File: config.mk
export PLATFORM = sky130hd
export DESIGN_NAME = bch_decoder_ctrl
export DESIGN_NICKNAME = d
export VERILOG_FILES = /design/src/rtl/bch_decoder_ctrl.sv
export SDC_FILE = /design/constraint.sdc
export NUM_CORES = 1
export LEC_CHECK = 0
export CAP_MARGIN = 30
export CORE_ASPECT_RATIO = 0.7
export CORE_MARGIN = 3
export CORE_UTILIZATION = 60
export CTS_BUF_LIST = sky130_fd_sc_hd__clkbuf_8
export CTS_CLUSTER_DIAMETER = 40
export DETAILED_ROUTE_END_ITERATION = 12
export GPL_ROUTABILITY_DRIVEN = 0
export PLACE_DENSITY = 0.87
export SYNTH_ARGS = -nofsm -noshare
export SYNTH_HDL_FRONTEND = slang
export SYNTH_SLANG_ARGS = --single-unit
export TNS_END_PERCENT = 30
File: constraint.sdc
create_clock -name clk -period 6.8 [get_ports clk]
set_input_delay 1.36 -clock clk [delete_from_list [all_inputs] [get_ports clk]]
set_output_delay 1.36 -clock clk [all_outputs]
set_load 0.02 [all_outputs]
File: src/rtl/bch_decoder_ctrl.sv
// BCH(15,7) double-error-correcting decoder controller over GF(2^4), x^4+x+1.
// Serial syndromes, combinational key-equation block, serial Chien search.

package bch_gf_pkg;

    typedef enum logic [2:0] {IDLE, SYND, KEY, CHIEN, DONE} state_e;

    localparam logic [3:0] ALPHA   = 4'h2;  // alpha
    localparam logic [3:0] ALPHA3  = 4'h8;  // alpha^3
    localparam logic [3:0] ALPHA13 = 4'hD;  // alpha^13 = alpha^-2
    localparam logic [3:0] ALPHA14 = 4'h9;  // alpha^14 = alpha^-1

    // Shift-and-add multiply; with a constant operand it folds to an XOR network.
    function automatic logic [3:0] gf_mul(input logic [3:0] a, input logic [3:0] b);
        logic [3:0] p;
        logic [3:0] t;
        p = '0;
        t = a;
        for (int i = 0; i < 4; i++) begin
            if (b[i]) p = p ^ t;
            t = {t[2:0], 1'b0} ^ (t[3] ? 4'b0011 : 4'b0000);
        end
        return p;
    endfunction

    // a^-1 = a^14 = a^8 * a^4 * a^2; maps 0 to 0.
    function automatic logic [3:0] gf_inv(input logic [3:0] a);
        logic [3:0] a2;
        logic [3:0] a4;
        logic [3:0] a8;
        a2 = gf_mul(a, a);
        a4 = gf_mul(a2, a2);
        a8 = gf_mul(a4, a4);
        return gf_mul(gf_mul(a8, a4), a2);
    endfunction

endpackage

// Peterson solution for t = 2: lambda1 = S1, lambda2 = (S3 + S1^3) / S1.
// S1 = 0 with S3 != 0 means three or more errors; lambda = 1 + S3*x^2 then has
// exactly one root against an expected degree of 2, so the word is flagged.
module bch_cbm_block
    import bch_gf_pkg::*;
(
    input  logic [3:0] S1,
    input  logic [3:0] S2,
    input  logic [3:0] S3,
    output logic [3:0] lambda1,
    output logic [3:0] lambda2
);
    // Solve the key equation directly from the syndromes.
    always_comb begin
        if (S1 != 4'h0) begin
            lambda1 = S1;
            lambda2 = gf_mul(S3 ^ gf_mul(S1, S2), gf_inv(S1));
        end else begin
            lambda1 = 4'h0;
            lambda2 = S3;
        end
    end
endmodule

module bch_decoder_ctrl
    import bch_gf_pkg::*;
#(
    parameter int N = 15,
    parameter int M = 4
) (
    input  logic         clk,
    input  logic         rst_n,
    input  logic         in_valid,
    output logic         in_ready,
    input  logic [N-1:0] in_word,
    output logic         out_valid,
    input  logic         out_ready,
    output logic [N-1:0] out_word,
    output logic [1:0]   out_nerr,
    output logic         out_uncorr
);
    state_e       state_q, state_d;
    logic [N-1:0] rbuf_q, rbuf_d;
    logic [N-1:0] mask_q, mask_d;
    logic [M-1:0] s1_q, s1_d, s3_q, s3_d;
    logic [M-1:0] t1_q, t1_d, t2_q, t2_d;
    logic [3:0]   cnt_q, cnt_d;          // SYND bit index, then CHIEN position
    logic [1:0]   deg_q, deg_d;
    logic [1:0]   nroot_q, nroot_d;
    logic         out_valid_q, out_valid_d;
    logic [N-1:0] out_word_q, out_word_d;
    logic [1:0]   out_nerr_q, out_nerr_d;
    logic         out_uncorr_q, out_uncorr_d;

    logic [M-1:0] lambda1, lambda2;
    logic [M-1:0] chien_eval;

    bch_cbm_block u_cbm (
        .S1      (s1_q),
        .S2      (gf_mul(s1_q, s1_q)),
        .S3      (s3_q),
        .lambda1 (lambda1),
        .lambda2 (lambda2)
    );

    // Lambda(alpha^-i) for the current Chien position.
    assign chien_eval = 4'h1 ^ t1_q ^ t2_q;

    // State register.
    always_ff @(posedge clk or negedge rst_n) begin
        if (!rst_n) state_q <= IDLE;
        else        state_q <= state_d;
    end

    // Next-state logic.
    always_comb begin
        // NOTE: every comb output gets a default first so no path infers a latch.
        state_d = state_q;
        unique case (state_q)
            IDLE:    if (in_valid) state_d = SYND;
            SYND:    if (cnt_q == 4'd0) state_d = KEY;
            KEY:     state_d = CHIEN;
            CHIEN:   if (cnt_q == 4'd14) state_d = DONE;
            DONE:    if (out_valid_q && out_ready) state_d = IDLE;
            default: state_d = IDLE;
        endcase
    end

    // FSM outputs.
    always_comb begin
        in_ready = (state_q == IDLE);
    end

    // Datapath next values for each state.
    always_comb begin
        rbuf_d       = rbuf_q;
        mask_d       = mask_q;
        s1_d         = s1_q;
        s3_d         = s3_q;
        t1_d         = t1_q;
        t2_d         = t2_q;
        cnt_d        = cnt_q;
        deg_d        = deg_q;
        nroot_d      = nroot_q;
        out_valid_d  = out_valid_q;
        out_word_d   = out_word_q;
        out_nerr_d   = out_nerr_q;
        out_uncorr_d = out_uncorr_q;
        unique case (state_q)
            IDLE: begin
                if (in_valid && in_ready) begin
                    rbuf_d = in_word;
                    s1_d   = '0;
                    s3_d   = '0;
                    cnt_d  = 4'd14;
                end
            end
            SYND: begin
                // Horner evaluation of r(alpha) and r(alpha^3), highest bit first.
                s1_d  = gf_mul(s1_q, ALPHA)  ^ {3'b000, rbuf_q[cnt_q]};
                s3_d  = gf_mul(s3_q, ALPHA3) ^ {3'b000, rbuf_q[cnt_q]};
                cnt_d = cnt_q - 4'd1;
            end
            KEY: begin
                t1_d    = lambda1;
                t2_d    = lambda2;
                deg_d   = (lambda2 != 4'h0) ? 2'd2 : ((lambda1 != 4'h0) ? 2'd1 : 2'd0);
                mask_d  = '0;
                nroot_d = 2'd0;
                cnt_d   = 4'd0;
            end
            CHIEN: begin
                if (chien_eval == 4'h0) begin
                    mask_d[cnt_q] = 1'b1;
                    if (nroot_q != 2'd3) nroot_d = nroot_q + 2'd1;
                end
                t1_d  = gf_mul(t1_q, ALPHA14);
                t2_d  = gf_mul(t2_q, ALPHA13);
                cnt_d = cnt_q + 4'd1;
            end
            DONE: begin
                if (!out_valid_q) begin
                    // First DONE cycle: mask and root count are final, publish.
                    out_valid_d = 1'b1;
                    if (nroot_q == deg_q) begin
                        out_word_d   = rbuf_q ^ mask_q;
                        out_nerr_d   = nroot_q;
                        out_uncorr_d = 1'b0;
                    end else begin
                        out_word_d   = rbuf_q;
                        out_nerr_d   = 2'd0;
                        out_uncorr_d = 1'b1;
                    end
                end else if (out_ready) begin
                    out_valid_d = 1'b0;
                end
            end
            default: ;
        endcase
    end

    // Datapath and output registers.
    always_ff @(posedge clk or negedge rst_n) begin
        if (!rst_n) begin
            rbuf_q       <= '0;
            mask_q       <= '0;
            s1_q         <= '0;
            s3_q         <= '0;
            t1_q         <= '0;
            t2_q         <= '0;
            cnt_q        <= '0;
            deg_q        <= '0;
            nroot_q      <= '0;
            out_valid_q  <= 1'b0;
            out_word_q   <= '0;
            out_nerr_q   <= '0;
            out_uncorr_q <= 1'b0;
        end else begin
            // NOTE: non-blocking so every flop samples the pre-edge value of its peers.
            rbuf_q       <= rbuf_d;
            mask_q       <= mask_d;
            s1_q         <= s1_d;
            s3_q         <= s3_d;
            t1_q         <= t1_d;
            t2_q         <= t2_d;
            cnt_q        <= cnt_d;
            deg_q        <= deg_d;
            nroot_q      <= nroot_d;
            out_valid_q  <= out_valid_d;
            out_word_q   <= out_word_d;
            out_nerr_q   <= out_nerr_d;
            out_uncorr_q <= out_uncorr_d;
        end
    end

    assign out_valid  = out_valid_q;
    assign out_word   = out_word_q;
    assign out_nerr   = out_nerr_q;
    assign out_uncorr = out_uncorr_q;

endmodule

==> results by group, run 1 <==
Status
  – Outcome: completed

Synth
  – Cell variety after synth: 77
  – Seq cells post-synth: 76
  – Synth Flop Type: dfrtp_1
  – Yosys warns: 0
  – EDFF count, synth: 0
  – Mean area per synthesized cell: 8.824 µm²
  – Syn Nets: 678
  – Sequential area share after synthesis: 0.3326
  – Mapped Cells: 648
  – Post-Syn Area: 0.005718 mm²
  – Async SR Flop Fraction: 1.000

Clocking
  – Worst-case clock buffer depth: 2
  – H-tree levels: 3
  – CTS tree: built
  – # Post-CTS Setup Buffers: 0
  – CTS Sinks: 76
  – Hold-fix buffers, CTS: 0
  – Post-CTS sizing: 0
  – CTS buffer count: 9
  – CTS Root Cell: clkbuf_8
  – Clock transition at the registers of the reported paths: 0.07 ns
  – Clk_lat worst skew: 0.35 ns

Global routing
  – Vias in the first global route: 4646
  – GRT met1 Usage: 0.4320
  – Antenna violations before repair: 0
  – Total GRT Usage: 0.2792
  – GRT overflow: 0
  – Largest net degree at the start of global routing: 77
  – Met3 Use GR: 0.09232
  – First-pass GRT wire length: 23620 µm
  – GR peak layer: met1
  – Met2 usage: 0.3763

STA
  – Setup violations, final: 0
  – Final slew viol count: 0
  – Final Critical Period: 6.496 ns
  – Fin Clk Skew: 0.01026 ns
  – Final hold viol count: 0
  – Max Freq: 153.9 MHz
  – Slew @ Worst Pin: 0.9487 ns
  – Worst slew margin: 0.3676
  – Setup_tns: 0 ns
  – Fin crit share: 0.9552
  – RSZ-0062 raised after global routing: false

Route
  – Final WL: 14670 µm
  – Routed len/inst: 18.50 µm
  – DR vias/cell: 6.498
  – Final ANT Viol Nets: 0
  – DR iter-0 viols: 686
  – 1st-pass router iterations: 6
  – Vias: 5153
  – Drt drc: 0

Place
  – Dpl hpwl: 10880 µm
  – Port bufs: 38

Cells and area
  – Area grow syn2layout: 12.19%
  – # nets final: 695
  – Register area: 0.001902 mm²
  – Filler instances: 647
  – Final antenna diode count: 0
  – Share of layout cells above drive strength 1: 0.1181
  – Multi-input logic area: 0.003575 mm²
  – Layout Utilization: 0.6988

Setup path
  – Critical R2R Launch: s1_q[0]
  – Flop-to-flop setup slack: 0.30 ns
  – Worst R2R End: deg_q[0]
  – Startpoint type of the worst setup path: flop
  – Critical Path AT: 6.78 ns
  – CP max FO: 12
  – Crit Path Class: reg2reg
  – Worst Reg2Reg Path Length in Cells: 22
  – Critical path endpoint category: flop
  – CP Data Required Time: 7.08 ns

Die
  – Initial Utilization: 0.6229
  – Chip width: 122.7 µm
  – Die Y: 87.68 µm
  – Full die area: 0.01076 mm²
  – Num ports: 39
  – Row count: 29
  – Core Region: 0.009180 mm²

Min path
  – Cell depth of the worst hold path: 2
  – Min-delay src: mask_q[14]
  – Hold endpoint: mask_q[14]
  – Worst hold path type: reg2reg

Job
  – MaxCap Viol Count: 0
-- worst max-delay path, stage by stage, from the launching register on --
cell,delay [ns]
dfrtp_1,0.50
ha_1,0.39
xnor2_2,0.23
a21oi_2,0.37
nor2_1,0.08
nor2_1,0.14
inv_1,0.15
ha_2,0.50
a21bo_2,0.28
mux2i_4,0.25
xor2_2,0.36
o22ai_1,0.14
a22oi_2,0.33
and2_1,0.37
mux2_2,0.40
a221oi_1,0.37
o21ai_1,0.20
nand2_4,0.13
mux2_4,0.31
xnor3_1,0.38
mux2i_1,0.19
and2_1,0.20
a32o_1,0.17
-- routing by layer --
layer	vias to the layer above	routed length, µm
met5	-	0
met4	0	190
met3	32	1829
met2	327	6044
met1	2458	6608
li1	2336	-
-- final cells by class --
type / instances / area share
multi-input combinational: 509 / 0.5572
sequential: 76 / 0.2965
timing repair buffer: 50 / 0.07607
tap: 124 / 0.02419
clock buffer: 11 / 0.02360
clock inverter: 4 / 0.01131
inverter: 19 / 0.01112
-- per-stage QoR --
stage                     hold WS [ns]  instances  area [µm²]  setup WS, ns
final                           0.5097        793        6415        0.3043
after global routing            0.5376        793        6415       0.05771
after CTS                       0.5050        792        6376        0.2123
after detailed placement        0.4863        777        6152        0.2054
after global placement          0.4699        776        6145        0.4930
after floorplan                 0.4497        648        5718        0.7458
-- synthesized netlist by cell type (7+ instances only) --
cell type / number / share of area
xor2_1: 31 / 0.047
nand3_1: 13 / 0.011
dfrtp_1: 76 / 0.33
nor2b_1: 8 / 0.0088
a211oi_1: 7 / 0.0092
nor3_1: 19 / 0.017
o22ai_1: 11 / 0.012
a21oi_1: 41 / 0.036
o21ai_0: 22 / 0.019
xnor2_1: 34 / 0.052
mux2i_1: 11 / 0.019
clkbuf_1: 32 / 0.021
nand2_1: 75 / 0.049
ha_1: 10 / 0.022
and2_1: 7 / 0.0077
a21o_1: 7 / 0.0092
inv_1: 16 / 0.011
a31oi_1: 9 / 0.0098
nor2_1: 70 / 0.046
mux2_2: 20 / 0.039
-- state kept, by name (all words and copies together), names as in the netlist --
register and count:
mask_q 15, out_word 15, rbuf_q 15, cnt_q 4, s1_q 4, s3_q 4, t1_q 4, t2_q 4
state_q 3, deg_q 2, nroot_q 2, out_nerr 2, out_uncorr 1, out_valid 1
-- kinds of logic (layout without fill, tap and decap cells) --
group / count (synthesis) / count (layout) / synth area share
compound gates: 159 / 159 / 0.1906
xor+xnor: 76 / 76 / 0.1394
buf+inv: 63 / 84 / 0.04464
mux: 39 / 39 / 0.08687
simple gates: 224 / 224 / 0.1805
fa+ha+maj: 11 / 11 / 0.02538
flops: 76 / 76 / 0.3326
-- how the worst max path moves through the flow --
stage	startpoint	end	slack (ns)	cells past startpoint
2_1_floorplan	s1_q[3]	deg_q[0]	0.75	24
3_3_place_gp	s1_q[0]	deg_q[0]	0.49	22
3_5_place_dp	s1_q[0]	deg_q[0]	0.21	22
4_1_cts	s1_q[0]	deg_q[0]	0.21	22
5_1_grt	s1_q[0]	deg_q[0]	0.06	22
6_report	s1_q[0]	deg_q[0]	0.30	22
-- cell usage in the layout (no fill, tap or decap), types with 7 or more instances in the layout --
cell and instances:
nand2_1 75, nor2_1 69, buf_4 12, xnor2_1 34
xor2_1 31, clkbuf_8 11, a21o_1 7, nand3_1 13
mux2_2 20, mux2i_1 11, clkdlybuf4s50_1 37, a21oi_1 40
o21ai_0 22, a31oi_1 9, and2_1 7, o22ai_1 11
dfrtp_1 76, nor2b_1 8, nor3_1 19, inv_1 17
ha_1 9
Power of run 1 is not shown: default switching activity piles up to over one toggle a cycle in this logic, so the estimate is an artifact.
==> run 2: changes to the inputs <==
--- a/config.mk
+++ b/config.mk
@@ -13,7 +13,9 @@
 export CTS_CLUSTER_DIAMETER = 40
 export DETAILED_ROUTE_END_ITERATION = 12
 export GPL_ROUTABILITY_DRIVEN = 0
+export HOLD_SLACK_MARGIN = 0.03
 export PLACE_DENSITY = 0.87
+export RECOVER_POWER = 25
 export SYNTH_ARGS = -nofsm -noshare
 export SYNTH_HDL_FRONTEND = slang
 export SYNTH_SLANG_ARGS = --single-unit
==> results by group, run 2 (synthesized netlist as in run 1, its figures left out) <==
Die
  – Num ports: 39
  – Die Y: 87.68 µm
  – Core Region: 0.009180 mm²
  – Initial Utilization: 0.6229
  – Full die area: 0.01076 mm²
  – Chip width: 122.7 µm
  – Row count: 29

Setup path
  – Max incr delay on CP: 0.50 ns
  – Critical path endpoint category: flop
  – Startpoint type of the worst setup path: flop
  – CP delay by family, top: compound AO/OA/AOI/OAI gates
  – CP Data Required Time: 7.08 ns
  – Slowest CP cell: dfrtp_1
  – CP max FO: 12
  – Worst path buffer plus inverter count: 1
  – Crit path cell chain: ha_1 > xnor2_2 > a21oi_2 > nor2_1 > nor2_1 > inv_1 > ha_2 > a21bo_2 > mux2i_4 > xor2_2 > o22ai_1 > a22oi_2 > and2_1 > mux2_2 > a221oi_1 > o21ai_1 > nand2_4 > mux2_4 > xnor3_1 > mux2i_1 > and2_1 > a32o_1
  – Critical Path AT: 6.78 ns
  – Crit Path Class: reg2reg

Place
  – Dpl hpwl: 10880 µm
  – Pre-CTS setup slack: 0.2054 ns
  – Port bufs: 38

Cells and area
  – # nets final: 695
  – Area grow syn2layout: 12.06%
  – Layout Utilization: 0.6980
  – Multi-input logic area: 0.003575 mm²
  – Share of layout cells above drive strength 1: 0.1151
  – Most frequent cells in the layout: 76 x dfrtp_1, 75 x nand2_1, 69 x nor2_1
  – Commonest non-fill, non-tap cell in the layout: dfrtp_1
  – Register area: 0.001902 mm²
  – Final antenna diode count: 0
  – Filler instances: 649

Route
  – 1st-pass router iterations: 6
  – Vias: 5099
  – Final WL: 14660 µm
  – Final ANT Viol Nets: 0
  – DR vias/cell: 6.430
  – Routed len/inst: 18.49 µm
  – Drt drc: 0
  – DR iter-0 viols: 658

STA
  – Final slew viol count: 114
  – RSZ-0062 raised after global routing: false
  – Max Freq: 153.9 MHz
  – Final hold viol count: 0
  – Min Hold Slack: 0.5062 ns
  – Worst slew margin: -1.608
  – Slew @ Worst Pin: 3.912 ns
  – Setup violations, final: 0
  – Final setup margin: 0.3013 ns
  – Final Critical Period: 6.499 ns
  – Fin Clk Skew: 0.008905 ns
  – Setup_tns: 0 ns
  – Fin crit share: 0.9557

Clocking
  – CTS Sinks: 76
  – Clock transition at the registers of the reported paths: 0.08 ns
  – Worst-case clock buffer depth: 2
  – CTS tree: built
  – Hold-fix buffers, CTS: 0
  – Post-CTS sizing: 0
  – CTS Root Cell: clkbuf_8
  – # Post-CTS Setup Buffers: 0
  – CTS buffer count: 9
  – H-tree levels: 3
  – Clk_lat worst skew: 0.35 ns

Job
  – MaxCap Viol Count: 2

Global routing
  – GRT overflow: 0
  – Total GRT Usage: 0.2792
  – Antenna violations before repair: 0
  – First-pass GRT wire length: 23620 µm
  – Vias in the first global route: 4646
  – Largest net degree at the start of global routing: 77

Status
  – Outcome: complete, but fails checks
  – Failing checks: capacitance limit, slew limit

Min path
  – Worst hold path type: reg2reg
[run 2: routing by layer]
metal  GRT usage  part of all wire  vias up
met5           0                 0        -
li1            -                 -     2340
met3     0.09232              0.12       31
met1      0.4320              0.46     2431
met2      0.3763              0.41      297
met4     0.06199             0.012        0
[run 2: path summary, 6_finish.rpt]
path                            startpoint           to  slack, ns  depth (start not counted)
worst max register to register     s1_q[0]     deg_q[0]       0.30                         22
worst max-delay path               s1_q[0]     deg_q[0]       0.30                         22
worst min-delay path             mask_q[7]    mask_q[7]       0.51                          2
max in group asynchronous            rst_n  out_nerr[1]       2.25                          1
worst min register to register   mask_q[7]    mask_q[7]       0.51                          2
min in group asynchronous            rst_n    rbuf_q[9]       2.37                          1
[run 2: metrics by stage]
stage | area [µm²] | instances
final | 6407 | 793
after global routing | 6407 | 793
after CTS | 6376 | 792
after detailed placement | 6152 | 777
after global placement | 6145 | 776
after floorplan | 5718 | 648
[run 2: layout make-up]
type                            instances  area share
Sequential cell                        76      0.2968
Tap cell                              124     0.02421
Inverter                               19     0.01113
Timing Repair Buffer                   50     0.07499
Clock buffer                           11     0.02363
Multi-Input combinational cell        509      0.5579
Clock inverter                          4     0.01133
[run 2: tightest hold or removal path: stages, from the launching register on]
cell and delay (ns):
dfrtp_1 0.36, nand2_1 0.05, o21ai_0 0.06
Power of run 2 is left out for the same reason.
